<file path="src/rtl/bt_pkg.sv">
`default_nettype none
// ============================================================================
// Module      : bt_pkg
// Description : Shared definitions for the Bluetooth command link (receive
//               command bytes, transmit status frame, UART state encoding).
// Revision    : 1.0 - initial release
// ============================================================================
package bt_pkg;

  // Status frame layout: header byte, volume level byte, XOR checksum byte
  localparam logic [4:0] FRAME_HDR   = 5'b11000;
  localparam int         FRAME_BYTES = 3;

  // Command bytes understood by the receive side, kept here so both
  // directions of the link agree on a single definition
  localparam logic [7:0] CMD_A1 = 8'hA1;
  localparam logic [7:0] CMD_A2 = 8'hA2;
  localparam logic [7:0] CMD_A3 = 8'hA3;
  localparam logic [7:0] CMD_A4 = 8'hA4;
  localparam logic [7:0] CMD_B1 = 8'hB1;
  localparam logic [7:0] CMD_B2 = 8'hB2;
  localparam logic [7:0] CMD_B3 = 8'hB3;
  localparam logic [7:0] CMD_B4 = 8'hB4;

  // Serializer line states
  typedef enum logic [1:0] {
    ST_IDLE  = 2'd0,
    ST_START = 2'd1,
    ST_DATA  = 2'd2,
    ST_STOP  = 2'd3
  } uart_state_t;

  // Frame sequencer states
  typedef enum logic {
    TOP_IDLE = 1'b0,
    TOP_SEND = 1'b1
  } top_state_t;

  // Byte idx of a status frame built from a track index and volume level
  function automatic logic [7:0] frame_byte(input logic [1:0] idx,
                                            input logic [2:0] cur,
                                            input logic [7:0] lvl);
    logic [7:0] hdr;
    logic [7:0] res;
    hdr = {FRAME_HDR, cur};
    case (idx)
      2'd0:    res = hdr;
      2'd1:    res = lvl;
      default: res = hdr ^ lvl;
    endcase
    return res;
  endfunction

endpackage
`default_nettype wire

</file>
<file path="src/rtl/uart_tx_byte.sv">
`default_nettype none
// ============================================================================
// Module      : uart_tx_byte
// Description : 8N1 LSB-first serializer. A start request in the last stop-bit
//               cycle chains the next byte with no idle gap.
// Revision    : 1.0 - initial release
// ============================================================================
module uart_tx_byte
  import bt_pkg::*;
#(
  parameter int BAUD_DIV = 10417
) (
  input  logic       CLK,
  input  logic       RST,
  input  logic       start,
  input  logic [7:0] data,
  output logic       TXD,
  output logic       done
);

  localparam int               CNT_W    = (BAUD_DIV > 1) ? $clog2(BAUD_DIV) : 1;
  localparam logic [CNT_W-1:0] CNT_LAST = CNT_W'(BAUD_DIV - 1);

  uart_state_t      state, state_next;
  logic [CNT_W-1:0] cnt, cnt_next;
  logic [2:0]       bit_idx, bit_next;
  logic [7:0]       shift, shift_next;
  logic             txd_next;
  logic             bit_end;

  assign bit_end = (cnt == CNT_LAST);

  // Next-state, next line level and end-of-byte pulse
  always_comb begin
    state_next = state;
    cnt_next   = bit_end ? '0 : cnt + 1'b1;
    bit_next   = bit_idx;
    shift_next = shift;
    txd_next   = TXD;
    done       = 1'b0;
    case (state)
      ST_IDLE: begin
        cnt_next = '0;
        txd_next = 1'b1;
        if (start) begin
          state_next = ST_START;
          shift_next = data;
          txd_next   = 1'b0;
        end
      end
      ST_START: begin
        if (bit_end) begin
          state_next = ST_DATA;
          bit_next   = 3'd0;
          txd_next   = shift[0];
        end
      end
      ST_DATA: begin
        if (bit_end) begin
          if (bit_idx == 3'd7) begin
            state_next = ST_STOP;
            txd_next   = 1'b1;
          end else begin
            bit_next = bit_idx + 3'd1;
            txd_next = shift[bit_idx + 3'd1];
          end
        end
      end
      ST_STOP: begin
        if (bit_end) begin
          done = 1'b1;
          if (start) begin
            state_next = ST_START;
            shift_next = data;
            txd_next   = 1'b0;
          end else begin
            state_next = ST_IDLE;
            txd_next   = 1'b1;
          end
        end
      end
      default: begin
        state_next = ST_IDLE;
        cnt_next   = '0;
        txd_next   = 1'b1;
      end
    endcase
  end

  // Line state register; TXD is registered so the pin never glitches
  always_ff @(posedge CLK) begin
    if (RST) begin
      state   <= ST_IDLE;
      cnt     <= '0;
      bit_idx <= 3'd0;
      shift   <= 8'h00;
      TXD     <= 1'b1;
    end else begin
      state   <= state_next;
      cnt     <= cnt_next;
      bit_idx <= bit_next;
      shift   <= shift_next;
      TXD     <= txd_next;
    end
  end

endmodule
`default_nettype wire

</file>
<file path="src/rtl/bt_status_tx.sv">
`default_nettype none
// ============================================================================
// Module      : bt_status_tx
// Description : Sends {header|track, volume level, checksum} status frames to
//               the phone whenever the track or volume level changes, on
//               request, and once after reset.
// Revision    : 1.0 - initial release
// ============================================================================
module bt_status_tx
  import bt_pkg::*;
#(
  parameter int CLK_FREQ = 100000000,
  parameter int BAUD     = 9600
) (
  input  logic        CLK,
  input  logic        RST,
  input  logic [15:0] vol,
  input  logic [2:0]  CURRENT,
  input  logic        req,
  output logic        TXD,
  output logic        busy
);

  localparam int BAUD_DIV = CLK_FREQ / BAUD;

  top_state_t state, state_next;
  logic       pend;
  logic [2:0] last_cur;
  logic [7:0] last_lvl;
  logic [2:0] cur_snap;
  logic [7:0] lvl_snap;
  logic [1:0] byte_idx;
  logic       trig;
  logic       last_byte;
  logic       ser_start;
  logic [7:0] ser_data;
  logic       ser_done;
  logic       unused_vol_lo;

  // The low volume byte is deliberately not reported
  assign unused_vol_lo = ^vol[7:0];
  assign last_byte     = (byte_idx == 2'(FRAME_BYTES - 1));
  assign busy          = (state == TOP_SEND);

  // Trigger detection and byte sequencing into the serializer
  always_comb begin
    state_next = state;
    trig       = 1'b0;
    ser_start  = 1'b0;
    ser_data   = 8'h00;
    case (state)
      TOP_IDLE: begin
        if (pend || (CURRENT != last_cur) || (vol[15:8] != last_lvl)) begin
          trig       = 1'b1;
          ser_start  = 1'b1;
          ser_data   = frame_byte(2'd0, CURRENT, vol[15:8]);
          state_next = TOP_SEND;
        end
      end
      TOP_SEND: begin
        if (ser_done) begin
          if (last_byte) begin
            state_next = TOP_IDLE;
          end else begin
            ser_start = 1'b1;
            ser_data  = frame_byte(byte_idx + 2'd1, cur_snap, lvl_snap);
          end
        end
      end
      default: state_next = TOP_IDLE;
    endcase
  end

  // Sequencer state register
  always_ff @(posedge CLK) begin
    if (RST) begin
      state <= TOP_IDLE;
    end else begin
      state <= state_next;
    end
  end

  // Snapshot, last-reported values, byte index and pending-request flag
  always_ff @(posedge CLK) begin
    if (RST) begin
      pend     <= 1'b1;   // boot announcement after reset
      last_cur <= 3'd0;
      last_lvl <= 8'h00;
      cur_snap <= 3'd0;
      lvl_snap <= 8'h00;
      byte_idx <= 2'd0;
    end else begin
      if (trig) begin
        cur_snap <= CURRENT;
        lvl_snap <= vol[15:8];
        last_cur <= CURRENT;
        last_lvl <= vol[15:8];
        byte_idx <= 2'd0;
      end else if (busy && ser_done && !last_byte) begin
        byte_idx <= byte_idx + 2'd1;
      end
      // A request coinciding with a frame start survives the clear
      pend <= req | (pend & ~trig);
    end
  end

  uart_tx_byte #(
    .BAUD_DIV (BAUD_DIV)
  ) u_ser (
    .CLK   (CLK),
    .RST   (RST),
    .start (ser_start),
    .data  (ser_data),
    .TXD   (TXD),
    .done  (ser_done)
  );

endmodule
`default_nettype wire

</file>
<file path="config.mk">
export PLATFORM = sky130hd
export DESIGN_NAME = bt_status_tx
export DESIGN_NICKNAME = d
export VERILOG_FILES = /design/src/rtl/bt_pkg.sv /design/src/rtl/uart_tx_byte.sv /design/src/rtl/bt_status_tx.sv
export SDC_FILE = /design/constraint.sdc
export NUM_CORES = 1
export LEC_CHECK = 0
export ABC_CLOCK_PERIOD_IN_PS = 2400
export CORE_UTILIZATION = 55
export CTS_CLUSTER_DIAMETER = 120
export DETAILED_ROUTE_END_ITERATION = 10
export GPL_TIMING_DRIVEN = 0
export PLACE_DENSITY = 0.85
export SETUP_SLACK_MARGIN = 0.05
export SLEW_MARGIN = 15
export SYNTH_ARGS = -nofsm -noshare
export SYNTH_HDL_FRONTEND = slang
export SYNTH_SLANG_ARGS = --single-unit
</file>
<file path="constraint.sdc">
create_clock -name CLK -period 2.4 [get_ports CLK]
set_clock_uncertainty 0.1 [all_clocks]
set_input_delay 0.48 -clock CLK [delete_from_list [all_inputs] [get_ports CLK]]
set_output_delay 0.48 -clock CLK [all_outputs]
set_load 0.02 [all_outputs]
</file>
### After elaboration in Yosys (flattened, before gate mapping)

Cells that the tools add are included.

* flip-flop bits (word level): 43
* input port bits: 22
* logic and storage cells: 85

* add/sub/neg operators: 3
* order comparisons: 1
* equal/unequal tests: 15
* muxes and demuxes: 36
* bitwise operators: 5
* reduce and logical (&&, ||, !) cells: 15

Operator list (count)
* case mux 8 bit (2 select lines): 3
* two-way mux 8 bit: 5
* adder 14 x 1 -> 14 bit (second input constant): 1
* == test 14 bit (second input constant): 1
* two-way mux 1 bit: 14
* two-way mux 2 bit: 5
* two-way mux 3 bit: 3
* != test 2 x 1 -> 1 bit (second input constant): 4
* != test 8 bit: 1
* case mux 2 bit (4 select lines): 1
* XOR 8 bit: 1
* == test 2 bit (second input constant): 3
* case mux 3 bit (2 select lines): 1
* AND reduction 5 bit: 1
* == test 2 x 1 -> 1 bit (second input constant): 2
* zero test 2 bit: 2
* < comparator 3 x 4 -> 1 bit (second input constant): 1
* != test 2 bit (second input constant): 2
* case mux 1 bit (2 select lines): 2
* case mux 1 bit (4 select lines): 1
* AND reduction 4 bit: 1
* nonzero test 2 bit: 2
* adder 3 x 1 -> 3 bit (second input constant): 1
* binary-select mux 1 bit (select 3 bit): 1
* 13 further kinds: 16

### Logic depth before layout (Yosys ltp)

Gate-level depths: netlist (run 1).

* depth in word-level cells: 9
* depth in mapped cells: 8
* gate-level depth less buffers: 7

### Hierarchy

Synthesis (run 1) repeated with hierarchy kept, for this count alone.

* cell total of the unflattened synthesis: 317
* area total of the unflattened synthesis: 2631.3 um^2

By module, submodules not included
* uart_tx_byte: times used 1, cells each 143, area each 1350.0 um^2, seq. area each 560.5 um^2
* bt_status_tx: times used 1, cells each 174, area each 1281.2 um^2, seq. area each 300.3 um^2

### Worst setup path before layout (run 1)

OpenSTA, ideal clock, no wires.

* path type: register -> register
* start point: reg u_ser.cnt[0]
* end point: reg u_ser.cnt[11]
* setup time: 0.064 ns
* data arrival time: 1.767 ns
* data required time: 2.236 ns
* path slack: 0.469 ns
* cell stages (with the launch flop): 9
* buffers on the path: 3
* period minus slack after synthesis: 1.931 ns
* path through: dfxtp_1 > ha_1 > and4_1 > buf_2 > and4_2 > or3_1 > clkbuf_1 > buf_2 > nor2_1

* longest elaborated chain between the ends: 2

Ends and longest elaborated chain
* start, declared: RTL line uart_tx_byte.sv:25 `logic [CNT_W-1:0] cnt, cnt_next;`
* start signal, assigned: RTL line uart_tx_byte.sv:100 `cnt <= cnt_next;`
* parallel branches: the longest is 2 deep, another holds adder 14 x 1 -> 14 bit

Parallel ways; which one is timed is not known.
A chain may end at the register's enable or synchronous reset.

### Final worst setup path (run 1)

* start point: in CURRENT[1]
* end point: reg u_ser.TXD

* longest elaborated chain between the ends: 8

Ends and longest elaborated chain
* start, declared: RTL line bt_status_tx.sv:18 `input logic [2:0] CURRENT,`
* != test 3 bit (*): RTL line bt_status_tx.sv:53 `if (pend || (CURRENT != last_cur) || (vol[15:8] != last_lvl)) begin`
* logical OR 1 bit (*) (2 in a row): RTL line bt_status_tx.sv:53
* two-way mux 1 bit (*): RTL line bt_status_tx.sv:53
* case mux 1 bit (2 select lines) (*): RTL line bt_status_tx.sv:51 `case (state)`
* two-way mux 1 bit (*): RTL line uart_tx_byte.sv:45, uart_tx_byte.sv:72
* two-way mux 1 bit: RTL line uart_tx_byte.sv:70 `if (bit_end) begin`
* case mux 1 bit (4 select lines) (*): RTL line uart_tx_byte.sv:41 `case (state)`
* end signal, assigned: RTL line uart_tx_byte.sv:103 `TXD <= txd_next;`
* end, declared: RTL line uart_tx_byte.sv:17 `output logic TXD,`

Every way passes the cells marked *; elsewhere a longest branch is shown, timed or not. The select of a mux whose other input is x is not followed.

==> results of run 1 <==
-- worst paths after layout --
kind,from,to,slack (ps),depth (start not counted)
min,u_ser.shift[5],u_ser.shift[5],360,2
max,CURRENT[1],u_ser.TXD,50,6
min reg2reg,u_ser.shift[5],u_ser.shift[5],360,2
max reg2reg,u_ser.cnt[0],u_ser.cnt[0],270,8
-- state kept, by name, summed over array words and instances, names as in the netlist --
signal         cells
busy               1
byte_idx           2
cur_snap           3
lvl_snap           8
pend               1
u_ser.TXD          1
u_ser.bit_idx      3
u_ser.cnt         14
u_ser.shift        8
u_ser.state        2
-- where the power goes --
| part | internal (mW) | switching (mW) |
|---|---|---|
| clock network | 0.226 | 0.245 |
| logic | 0.224 | 0.284 |
| registers | 0.775 | 0.0574 |
-- metal layers --
metal | wire (µm) | vias up
met5 | 0 | -
met4 | 68 | 0
met3 | 183 | 6
met2 | 2420 | 35
met1 | 2300 | 921
li1 | - | 988
-- stage by stage --
step | hold WS [ps] | cells | setup slack (ps)
3_5_place_dp | 357 | 328 | -177
6_report | 364 | 335 | 48.8
4_1_cts | 369 | 335 | 105
3_3_place_gp | 347 | 328 | -96.5
2_1_floorplan | 330 | 263 | 469
5_1_grt | 389 | 335 | 10.9
-- cells by family after synthesis --
group / count (synthesis) / share of synthesized area
and+or+nand+nor: 93 / 0.227
AOI/OAI and AO/OA: 52 / 0.151
DFF: 43 / 0.360
buffers and inverters: 24 / 0.0402
xor gates and xnor gates: 23 / 0.0842
muxes: 18 / 0.0857
adders and majority gates: 10 / 0.0523
-- layout make-up --
| cell class | instances | area (µm²) |
|---|---|---|
| multi-input combinational | 196 | 1440 |
| sequential | 43 | 861 |
| timing repair buffer | 15 | 150 |
| buffer | 11 | 47.5 |
| inverter | 13 | 48.8 |
| tap | 50 | 62.6 |
| clock inverter | 1 | 5.00 |
| fill | 336 | 1390 |
| clock buffer | 6 | 82.6 |
-- what timing repair did --
action | in CTS | in global routing
setup endpoints to repair | 0 | 1
resized for setup | 0 | 0
hold endpoints to repair | 0 | 0
-- worst min-delay path, stage by stage (launching register included) --
cell	delay (ps)
dfxtp_1	310
nand2_1	50
o21ai_0	60
-- Yosys cell counts, types with 2 or more instances --
master and n:
a2111oi_0 2, nor3_1 6, xnor2_1 5, nor4_4 4, dfxtp_1 43, inv_1 13
nor2b_1 6, nor2_1 29, or3_1 4, nand2_1 20, nand3_1 4, o221a_2 2
ha_1 10, buf_2 4, nand2b_1 2, xor2_1 18, o41ai_1 2, mux4_2 2
mux2i_1 16, a211oi_1 4, a311oi_1 3, nor4b_1 2, nand4_1 7, a211o_1 3
a21oi_1 14, clkbuf_1 5, o21ai_0 14
==> flow_metrics.tcl, run 1 <==
set metrics [dict create \
    final_cell_mix "dfxtp_1 (43), nor2_1 (29), nand2_1 (20)" \
    post_cts_buffers 0 \
    fp.dieArea_mm2 0.00462 \
    period_share 0.980 \
    finalSetupViolations 0 \
    cp_max_fo 6 \
    synth_seq_cells 43 \
    core.rowCount 23 \
    via_per_inst 5.82 \
    area_delta_synth_final_pct 12.5 \
    crit_required_ps 2550 \
    synth_top_cell_by_area "dfxtp_1" \
    place.gp.congestion 0.817 \
    dieWidth_um 68.0 \
    final_util 0.659 \
    max_cap_viol_count 0 \
    syn-cell-area_mm2 0.00239 \
    cts_tree "built" \
    cts_buffer_depth 2 \
    grt_max_degree 13 \
    crit_path_end_kind "register" \
    ir_drop_v 0.000424 \
    ios 24 \
    power_density_mw_per_mm2 672 \
    cts_hold_buf 0 \
    power.total_mw 1.81 \
    crit_chain "clkdlybuf4s50_1, xor2_1, nor4_4, a31oi_2, o41ai_1, a211o_1" \
    start_util 0.586 \
    yosys_warnings 0 \
    wl_um 4980 \
    synth-edff-count 0 \
    vias 1950 \
    port_buffers 15 \
    clk_pin_slew_worst_paths_ps 80 \
    worst-slew-pin-transition_ps 558 \
    leakagePower_nw 1.04 \
    clkSinkCount 43 \
    criticalPathCategory "in -> reg" \
    maxSlewHeadroom 0.628 \
    grt-busiest-layer "met2" \
    met1_usage 0.315 \
    yosysTopAreaCellShare 0.360 \
    cp-start-kind "input port" \
    drt-wirelength-per-cell_um 14.9 \
    core_area_mm2 0.00409 \
    root_buffer "clkbuf_8" \
    syn-instance-count 263 \
    detailed_place_hpwl_um 3690 \
    diodes 0 \
    drt_iter0_drc 122 \
    synthDistinctLibCells 46 \
    final_common_cell "dfxtp_1" \
    syn_nets 295 \
    cp_num_buf_inv 1 \
    final_area_mm2 0.00269 \
    setup-tns-final_ps 0 \
    avgSynthCellArea_um2 9.10 \
    slowest_delay_ps 480 \
    use_met3 0.0550 \
    grt_pass1_vias 1931 \
    cpLargestDelayFamily "compound AO/OA/AOI/OAI gates" \
    rsz0062_at_grt "true" \
    yosysSeqAreaShare 0.360 \
    ys.flop_type "dfxtp_1" \
    route.antenna.remaining_nets 0 \
    status "finished, final reports clean" \
    hold_viol_final 0 \
    drc 0 \
    cp.arrival_ps 2500 \
    hold_class "reg -> reg" \
    fp.dieH_um 68.0 \
    cts_buffers 5 \
    htreeDepth 2 \
    drive_gt1_frac 0.0912 \
    drtPass1Iterations 4 \
    synthTopCellsByArea "dfxtp_1 (36%), mux2i_1 (6.7%), xor2_1 (6.6%)" \
    nets 317 \
    fmax_mhz 425 \
    post-route-min-period_ps 2350 \
    placed_area_mm2 0.00261 \
    async_flop_share 0 \
    clkLatencyLatePin_ps 300 \
    slowest_stage "clkdlybuf4s50_1" \
    slew_violations 0 \
    antenna_found_initial 0 \
    grt_pass1_wl_um 8590 \
    track_usage 0.251 \
    use_met2 0.418 \
    grt_overflow 0 \
]
Power figures use the tool's default switching activity.
==> inputs of run 2 (changes only) <==
- CORE_MARGIN: default -> 3
- GPL_TIMING_DRIVEN: 0 -> default
==> run 2 against run 1 <==
Against the previous run: clock power is 4% lower; worst hold slack got worse by 0.66 ps; cell area increased by 1.2%; critical path type unchanged; setup slack better by 140 ps; maximum frequency increased by 6.6%; first-iteration DRC count up 1.6%; total power down 1.1%; wire length fell by 0.14%; via count up 0.72%.
==> flow_metrics.tcl, run 2 (same netlist as run 1, synthesis figures left out) <==
set metrics [dict create \
    rsz0062_at_grt "false" \
    regMostFlops "u_ser.cnt" \
    ir_drop_v 0.000342 \
    reg2regPathDepth 6 \
    postLayoutSetupSlackWorst_ps 194 \
    post_cts_buffers 0 \
    period_share 0.919 \
    leakagePower_nw 1.07 \
    cts_buffer_depth 2 \
    criticalPathCategory "in -> reg" \
    maxSlewHeadroom 0.643 \
    cp-start-kind "input port" \
    nets 317 \
    multiInputGateArea_mm2 0.00144 \
    rrSetupSlack_ps 210 \
    cts_buffers 5 \
    clkSinkCount 43 \
    drive_gt1_frac 0.115 \
    port_buffers 15 \
    whs_path_depth 2 \
    reg2reg_from "u_ser.cnt[0]" \
    drc 0 \
    root_buffer "clkbuf_8" \
    htreeDepth 2 \
    route.antenna.remaining_nets 0 \
    power_density_mw_per_mm2 657 \
    antenna_found_initial 0 \
    dieWidth_um 72.0 \
    ios 24 \
    drtPass1Iterations 4 \
    worst-slew-pin-transition_ps 530 \
    register_area_um2 861 \
    via_per_inst 5.85 \
    final_util 0.667 \
    largest_reg_flops 14 \
    fmax_mhz 453 \
    crit_required_ps 2520 \
    dp_slack_ps -105 \
    reg_top3 "u_ser.cnt (14), lvl_snap (8), u_ser.shift (8)" \
    cp_max_fo 5 \
    clk_pin_slew_worst_paths_ps 90 \
    hold_class "reg -> reg" \
    grt_pass1_wl_um 8550 \
    cp.arrival_ps 2330 \
    cts_tree "built" \
    hold_viol_final 0 \
    min-delay-start "u_ser.shift[5]" \
    finalSetupViolations 0 \
    track_usage 0.207 \
    drt_iter0_drc 124 \
    core_area_mm2 0.00409 \
    start_util 0.586 \
    detailed_place_hpwl_um 3600 \
    drt-wirelength-per-cell_um 14.8 \
    r2r_end "u_ser.shift[0]" \
    crit_path_end_kind "register" \
    fp.dieH_um 72.0 \
    grt_overflow 0 \
    status "finished, final reports clean" \
    slew_violations 0 \
    setup-tns-final_ps 0 \
    diodes 0 \
    min_to "u_ser.shift[5]" \
    cts_hold_buf 0 \
    wl_um 4970 \
    post-route-min-period_ps 2210 \
    clkLatencyLatePin_ps 300 \
    core.rowCount 23 \
    max_cap_viol_count 0 \
    place.gp.congestion 0.844 \
    grt_max_degree 21 \
    fp.dieArea_mm2 0.00518 \
    vias 1964 \
    final_common_cell "dfxtp_1" \
    grt_pass1_vias 1845 \
    cts.repair.resized 0 \
    area_delta_synth_final_pct 13.9 \
    fill_cells 324 \
    final_cell_mix "dfxtp_1 (43), nor2_1 (29), nand2_1 (20)" \
]
run 2: layer usage:
layer  GRT usage  up-vias  wire, µm
met3      0.0374       12       206
met1       0.267      920      2200
li1            -      984         -
met5           0        -         0
met4      0.0626        0        97
met2       0.355       48      2470
run 2: critical path, cell delays in order:
cell and delay, ps:
clkdlybuf4s50_1 450, xor2_1 180, nor4_4 410, nand3_1 210, a21bo_2 270, buf_4 140, o21ai_0 180
run 2: per-stage QoR:
stage | cell area [µm²] | instances | power (mW) | hold slack, ps
5_1_grt | 2730 | 336 | 1.90 | 387
3_5_place_dp | 2640 | 328 | 1.35 | 351
3_3_place_gp | 2640 | 328 | 1.33 | 345
2_1_floorplan | 2390 | 263 | 1.21 | 330
6_report | 2730 | 336 | 1.79 | 363
4_1_cts | 2730 | 336 | 1.79 | 365
run 2: final cells by class:
type                    count  share of cell area
multi-input cells         196               0.527
inverters                  13              0.0179
clock inverters             3             0.00551
flip-flops and latches     43               0.316
well taps                  50              0.0229
repair buffers             26              0.0854
clock buffers               5              0.0252
run 2: worst max path at each step:
| stage | startpoint | to | slack [ps] | depth (start not counted) |
|---|---|---|---|---|
| floorplan | u_ser.cnt[0] | u_ser.cnt[11] | 470 | 8 |
| global placement | CURRENT[1] | u_ser.shift[6] | -2 | 6 |
| detailed placement | CURRENT[1] | u_ser.shift[4] | -100 | 7 |
| CTS | CURRENT[1] | u_ser.shift[3] | 210 | 7 |
| global route | u_ser.cnt[0] | u_ser.shift[0] | 60 | 6 |
| finish | CURRENT[1] | u_ser.shift[3] | 190 | 7 |
run 2: report_power, final:
| part | leakage, nW | internal (mW) | switching, mW |
|---|---|---|---|
| sequential | 0.351 | 0.775 | 0.0584 |
| clock | 0.0477 | 0.200 | 0.253 |
| combinational | 0.672 | 0.232 | 0.274 |
| total | 1.07 | 1.21 | 0.585 |
